--- config.mk ---
export PLATFORM = sky130hd
export DESIGN_NAME = game_tick_divider_flat
export DESIGN_NICKNAME = d
export VERILOG_FILES = /design/src/rtl/game_tick_divider_if.sv /design/src/rtl/game_tick_divider.sv /design/src/flat_wrapper.sv
export SDC_FILE = /design/constraint.sdc
export NUM_CORES = 1
export LEC_CHECK = 0
export CAP_MARGIN = 20
export CORE_MARGIN = 2
export CORE_UTILIZATION = 26
export CTS_BUF_LIST = sky130_fd_sc_hd__clkbuf_8
export DETAILED_ROUTE_END_ITERATION = 16
export GPL_TIMING_DRIVEN = 0
export PLACE_DENSITY = 0.47
export REMOVE_ABC_BUFFERS = 1
export SKIP_LAST_GASP = 1
export SLEW_MARGIN = 20
export SYNTH_ARGS = -nofsm -noshare
export SYNTH_HDL_FRONTEND = slang
export SYNTH_SLANG_ARGS = --single-unit
export TNS_END_PERCENT = 5
--- constraint.sdc ---
create_clock -name clk -period 3.82 [get_ports clk]
set_input_delay 0.764 -clock clk [delete_from_list [all_inputs] [get_ports clk]]
set_output_delay 0.764 -clock clk [all_outputs]
set_load 0.01 [all_outputs]
--- src/rtl/game_tick_divider_if.sv ---
// game_tick_divider_if
//   Carries the game-update strobe and the pulse counter from the divider
//   to its consumers (game FSM, debug/scoring logic).
//
//   game_tick   1      one-cycle pulse per divider period
//   tick_count  CNT_W  pulses seen since reset, wraps modulo 2^CNT_W
//
//   master : the divider, drives both signals
//   slave  : any consumer, reads both signals
interface game_tick_divider_if #(
  parameter int CNT_W = 16
);
  logic             game_tick;
  logic [CNT_W-1:0] tick_count;

  modport master (output game_tick, output tick_count);
  modport slave  (input  game_tick, input  tick_count);
endinterface

--- src/rtl/game_tick_divider.sv ---
// game_tick_divider
//   Divides the system clock down to the game update rate and emits a
//   registered single-cycle strobe once every DIVISOR cycles, together with
//   a free-running count of strobes since reset.
//
//   clk      in   system clock, rising-edge active
//   reset    in   asynchronous reset, active-low
//   tick_if  master modport: game_tick (1b), tick_count (CNT_W bits)
//
//   DIVISOR = CLK_FREQ / TICKS_PER_SEC (truncated; the small rate error of a
//   non-integer ratio is accepted, there is no fractional accumulation).
module game_tick_divider #(
  parameter int CLK_FREQ      = 50_000_000,
  parameter int TICKS_PER_SEC = 10,
  parameter int CNT_W         = 16
) (
  input  logic                 clk,
  input  logic                 reset,
  game_tick_divider_if.master  tick_if
);

  // Guarded so a zero rate reaches the fatal check below rather than a
  // divide-by-zero during parameter evaluation.
  localparam int DIVISOR = (TICKS_PER_SEC > 0) ? (CLK_FREQ / TICKS_PER_SEC) : 0;
  localparam int DIV_W   = (DIVISOR > 2) ? $clog2(DIVISOR) : 1;
  localparam logic [DIV_W-1:0] DIV_LAST = DIV_W'(DIVISOR - 1);

  generate
    if (TICKS_PER_SEC <= 0 || DIVISOR < 1) begin : g_bad_divisor
      $fatal(1, "game_tick_divider: TICKS_PER_SEC must be > 0 and give DIVISOR >= 1");
    end
    if (TICKS_PER_SEC > CLK_FREQ) begin : g_bad_rate
      $fatal(1, "game_tick_divider: TICKS_PER_SEC exceeds CLK_FREQ");
    end
  endgenerate

  logic [DIV_W-1:0] r_div_cnt;
  logic             r_game_tick;
  logic [CNT_W-1:0] r_tick_count;
  logic             w_wrap;

  // With DIVISOR == 1 this is always true, so the strobe sits high on every
  // cycle after the first edge out of reset.
  assign w_wrap = (r_div_cnt == DIV_LAST);

  // A reset mid-period discards the phase: the next strobe is a full
  // DIVISOR edges after release, never early.
  always_ff @(posedge clk or negedge reset) begin
    if (!reset) begin
      r_div_cnt    <= '0;
      r_game_tick  <= 1'b0;
      r_tick_count <= '0;
    end else begin
      r_div_cnt   <= w_wrap ? '0 : r_div_cnt + 1'b1;
      r_game_tick <= w_wrap;
      if (w_wrap) begin
        r_tick_count <= r_tick_count + 1'b1;
      end
    end
  end

  assign tick_if.game_tick  = r_game_tick;
  assign tick_if.tick_count = r_tick_count;

endmodule

--- src/flat_wrapper.sv ---
// flat-port wrapper written by rule: the top's interface ports become plain ports
module game_tick_divider_flat 
#(
  parameter int CLK_FREQ      = 50_000_000,
  parameter int TICKS_PER_SEC = 10,
  parameter int CNT_W         = 16
)
  (clk, reset, tick_if_game_tick, tick_if_tick_count);
  game_tick_divider_if #(.CNT_W(CNT_W)) tick_if_i ();
  input  logic clk;
  input  logic reset;
  output wire logic [$bits(tick_if_i.game_tick)-1:0] tick_if_game_tick;
  output wire logic [$bits(tick_if_i.tick_count)-1:0] tick_if_tick_count;
  assign tick_if_game_tick = tick_if_i.game_tick;
  assign tick_if_tick_count = tick_if_i.tick_count;
  game_tick_divider #(.CLK_FREQ(CLK_FREQ), .TICKS_PER_SEC(TICKS_PER_SEC), .CNT_W(CNT_W)) u_core (.clk(clk), .reset(reset), .tick_if(tick_if_i));
endmodule
-- After elaboration in Yosys (flattened, before gate mapping)
Index checks and enable logic that the tools add are counted.
- $add $sub $neg: 2
- equal/unequal tests: 1
- mux-type cells: 1
- operator list (cell ; count):
    adder 23 x 1 -> 23 bit (second input constant) ; 1
    equality test 23 bit (second input constant) ; 1
    two-way mux 23 bit ; 1
    adder 16 x 1 -> 16 bit (second input constant) ; 1
- flip-flop bits (word level): 40
- bits of input ports: 2
- output and inout port bits: 17
- word-level logic and storage cells: 7

-- Logic depth before layout (Yosys ltp)
- word-level depth: 2
- mapped depth: 6
- mapped depth without buffers: 5

-- Least setup slack after synthesis
OpenSTA, ideal clock, no wires.
- kind: reg2reg
- from: reg u_core.r_div_cnt[0]
- to: reg u_core.r_tick_count[10], in the netlist u_core.tick_if.tick_count[10]
- setup time: 79 ps
- arrival: 1596 ps
- data required time: 3741 ps
- path slack: 2144 ps
- stages on the path, launching flop included: 7
- path buffers: 1
- clock period less this slack: 1676 ps
- cells stage by stage: dfrtp_1 ha_1 nand4_1 or2_1 buf_4 nor4_1 xor2_1
- cells in the longest elaborated chain, start to end: 1
- RTL lines (element ; RTL line ; source):
    start, declared ; game_tick_divider.sv:37 ; logic [DIV_W-1:0] r_div_cnt;
    start signal, assigned ; game_tick_divider.sv:54 ; r_div_cnt <= w_wrap ? '0 : r_div_cnt + 1'b1;
    equality test 23 bit ; game_tick_divider.sv:44 ; assign w_wrap = (r_div_cnt == DIV_LAST);
    end signal, assigned ; game_tick_divider.sv:57 ; r_tick_count <= r_tick_count + 1'b1;
    end, declared ; game_tick_divider.sv:39 ; logic [CNT_W-1:0] r_tick_count;
No other way between the ends.
A chain may end at the register's enable or synchronous reset.

-- Final worst setup path
- from: reg u_core.r_div_cnt[0]
- to: reg u_core.r_tick_count[1], in the netlist u_core.tick_if.tick_count[1]
Same word-level chain as after synthesis.

==> flow_summary.toml <==
[worst_setup_path]
criticalPathCategory = "flop to flop"
cp_max_fo = 21
cp-end-kind = "flop"
crit_start = "u_core.r_div_cnt[0]"
critPathRequiredTime_ns = 4.00
startpoint_type = "flop"
worstReg2RegStart = "u_core.r_div_cnt[0]"
rr_endpoint = "u_core.tick_if.tick_count[1]"
rr_worst_depth = 5
worstPathArrival_ns = 2.87
rrSetupSlack_ns = 1.13

[global_routing]
grt_pass1_wl_um = 7220
first_global_vias = 1370
grt_antenna_before_repair = 0
grt_max_degree = 29
grt_overflow_total = 0
track_usage_pct = 10.8

[place]
hpwlAfterDp_um = 2790
numPortBuffers = 18
dp_cells = 290
gp_congestion = 0.705
pre_cts_ws_ns = 1.10
placed_area_mm2 = 0.00227

[detailed_routing]
vias = 1364
viasPerCell = 4.58
ant_nets = 0
drc = 0
first_pass_iters = 4
wl_per_cell_um = 14.0
wirelength_um = 4180
drt_iter0_markers = 52

[cts]
cts_tree = "built"
cts_sinks = 40
clk_pin_slew_worst_paths_ns = 0.08
cts_buffers = 5
post-cts-setup-buffers = 0
clk_path_buf_depth = 2
clock_latency_ns = 0.29
h-tree-depth = 2
cts_root_buf = "clkbuf_8"
cts-resized-gates = 0
cts_hold_buf = 0

[die]
initial_core_util_pct = 27.2
die-area_mm2 = 0.00839
fp-row-count = 31
pin_count = 19
core-area_mm2 = 0.00733
die_h_um = 91.6
die_w_um = 91.6

[finish]
area_growth_pct = 19.1
nets = 202
num-fill-cells = 755
fin_area_mm2 = 0.00237
antenna_cells = 0
drive_above_1_share_pct = 10.1
fin_cells = 298

[logic_synthesis]
synth_top_flop_cell = "dfrtp_1"
ys_seq_elements = 40
syn_inst = 178
synth_seq_area_share_pct = 50.2
netlist_area_mm2 = 0.00199
avgSynthCellArea_um2 = 11.2
synth-edff-count = 0
synthDistinctLibCells = 32
yosys_warnings = 0
async_flop_share_pct = 100

[sta]
setup_viol = 0
slew_headroom_pct = 40.2
finalHoldViolations = 0
fmax_mhz = 372
tightest_slew_ns = 0.897
rsz0062_at_grt = "no"
fin_tns_setup_ns = 0
postLayoutSetupSlackWorst_ns = 1.13
skew_ns = 0.00781
min_period_ns = 2.69
period_share_pct = 70.4
drv_slew = 0

[hold_path]
hp-class = "input pin to asynchronous set/reset pin"

[power_and_ir_drop]
leakage_nw = 1.05
peakVddDrop_uv = 201
pwr_density_cell_mw_per_mm2 = 327

[run]
maxCapViolations = 0

[run_status]
outcome = "finished, final reports clean"
## cells in the mapped netlist (2+ instances only)
| library cell | count | share of area (%) |
|---|---|---|
| nand2_1 | 12 | 2.3 |
| nand3_1 | 15 | 3.8 |
| xnor2_1 | 9 | 4.0 |
| and4_1 | 8 | 3.5 |
| nor4_1 | 8 | 2.5 |
| o221ai_1 | 2 | 0.88 |
| nand4_1 | 7 | 2.2 |
| xor2_1 | 24 | 11 |
| inv_1 | 3 | 0.56 |
| and3_1 | 5 | 1.6 |
| buf_4 | 2 | 0.75 |
| nor3_1 | 5 | 1.3 |
| o31ai_1 | 2 | 0.75 |
| nor3_2 | 6 | 3.0 |
| dfrtp_1 | 40 | 50 |
| nor2_1 | 11 | 2.1 |
| and2_1 | 2 | 0.63 |
| ha_1 | 2 | 1.3 |
| buf_6 | 2 | 1.1 |
## metrics by stage
step | total power (W) | hold slack, ns | utilization, %
floorplan | 0.000432 | 0.434 | -
global placement | 0.000442 | 0.452 | 30.7
detailed placement | 0.000444 | 0.460 | 30.9
CTS | 0.000790 | 0.372 | 32.4
global route | 0.000810 | 0.383 | 32.4
finish | 0.000777 | 0.365 | 32.4
## layout by cell type, fill, tap and decap left out, types with 5 or more instances in the layout
master           count
nand4_1              7
clkdlybuf4s50_1     17
clkbuf_8             5
and3_1               5
nor3_1               5
xor2_1              24
nor3_2               6
and4_1               8
nand2_1             12
nor2_1              11
xnor2_1              9
nand3_1             15
dfrtp_1             40
nor4_1               8
## sequential cells by signal (all words and copies together) (netlist names)
signal                     flops
u_core.r_div_cnt              23
u_core.tick_if.tick_count     16
u_core.tick_if.game_tick       1
## power by group
part / leakage, nW / internal, W / total [W] / switching (W)
Combinational: 0.448 / 0.00000242 / 0.0000112 / 0.00000874
Sequential: 0.545 / 0.000423 / 0.000423 / 0
Clock: 0.0593 / 0.000191 / 0.000343 / 0.000152
Total: 1.05 / 0.000617 / 0.000777 / 0.000161
## layer usage
metal  global-route usage (%)  vias to the layer above  part of all wire (%)
met5                        0                        -                     0
met4                     4.17                        0                   1.2
met3                     1.74                        4                   1.7
met2                     15.1                       16                    43
met1                     16.3                      668                    54
li1                         -                      676                     -
## final cells by class
| class | instances | area, µm² | share of cell area, % |
|---|---|---|---|
| multi-input cells | 129 | 936 | 39.4 |
| inverters | 3 | 11.3 | 0.474 |
| clock buffers | 5 | 68.8 | 2.90 |
| well taps | 99 | 124 | 5.22 |
| clock inverters | 3 | 38.8 | 1.63 |
| repair buffers | 19 | 195 | 8.22 |
| flip-flops and latches | 40 | 1000 | 42.1 |
## how the worst max path moves through the flow
stage / end / slack, ns / cells after the start
after floorplan: u_core.tick_if.tick_count[1] / 1.64 / 5
after global placement: u_core.r_div_cnt[15] / 0.80 / 1
after detailed placement: u_core.tick_if.tick_count[1] / 1.10 / 5
after CTS: u_core.tick_if.tick_count[1] / 1.08 / 5
after global routing: u_core.tick_if.tick_count[1] / 0.82 / 5
final: u_core.tick_if.tick_count[1] / 1.13 / 5
## worst max-delay path: stages (launching register included)
cell     delay (ns)
dfrtp_1        0.41
ha_1           0.30
nand4_1        0.14
or2_1          0.56
nor2_1         0.76
mux2_2         0.41
## logic make-up (layout without fill, tap and decap cells)
kind of cell | Yosys count | count (layout) | synth area share [%]
AOI/OAI and AO/OA | 5 | 5 | 1.88
muxes | 2 | 2 | 1.07
DFF | 40 | 40 | 50.2
adders and majority gates | 2 | 2 | 1.25
xor gates and xnor gates | 33 | 33 | 14.5
and+or+nand+nor | 87 | 87 | 28.2
buffers and inverters | 9 | 30 | 2.89
Power figures use the tool's default switching activity.
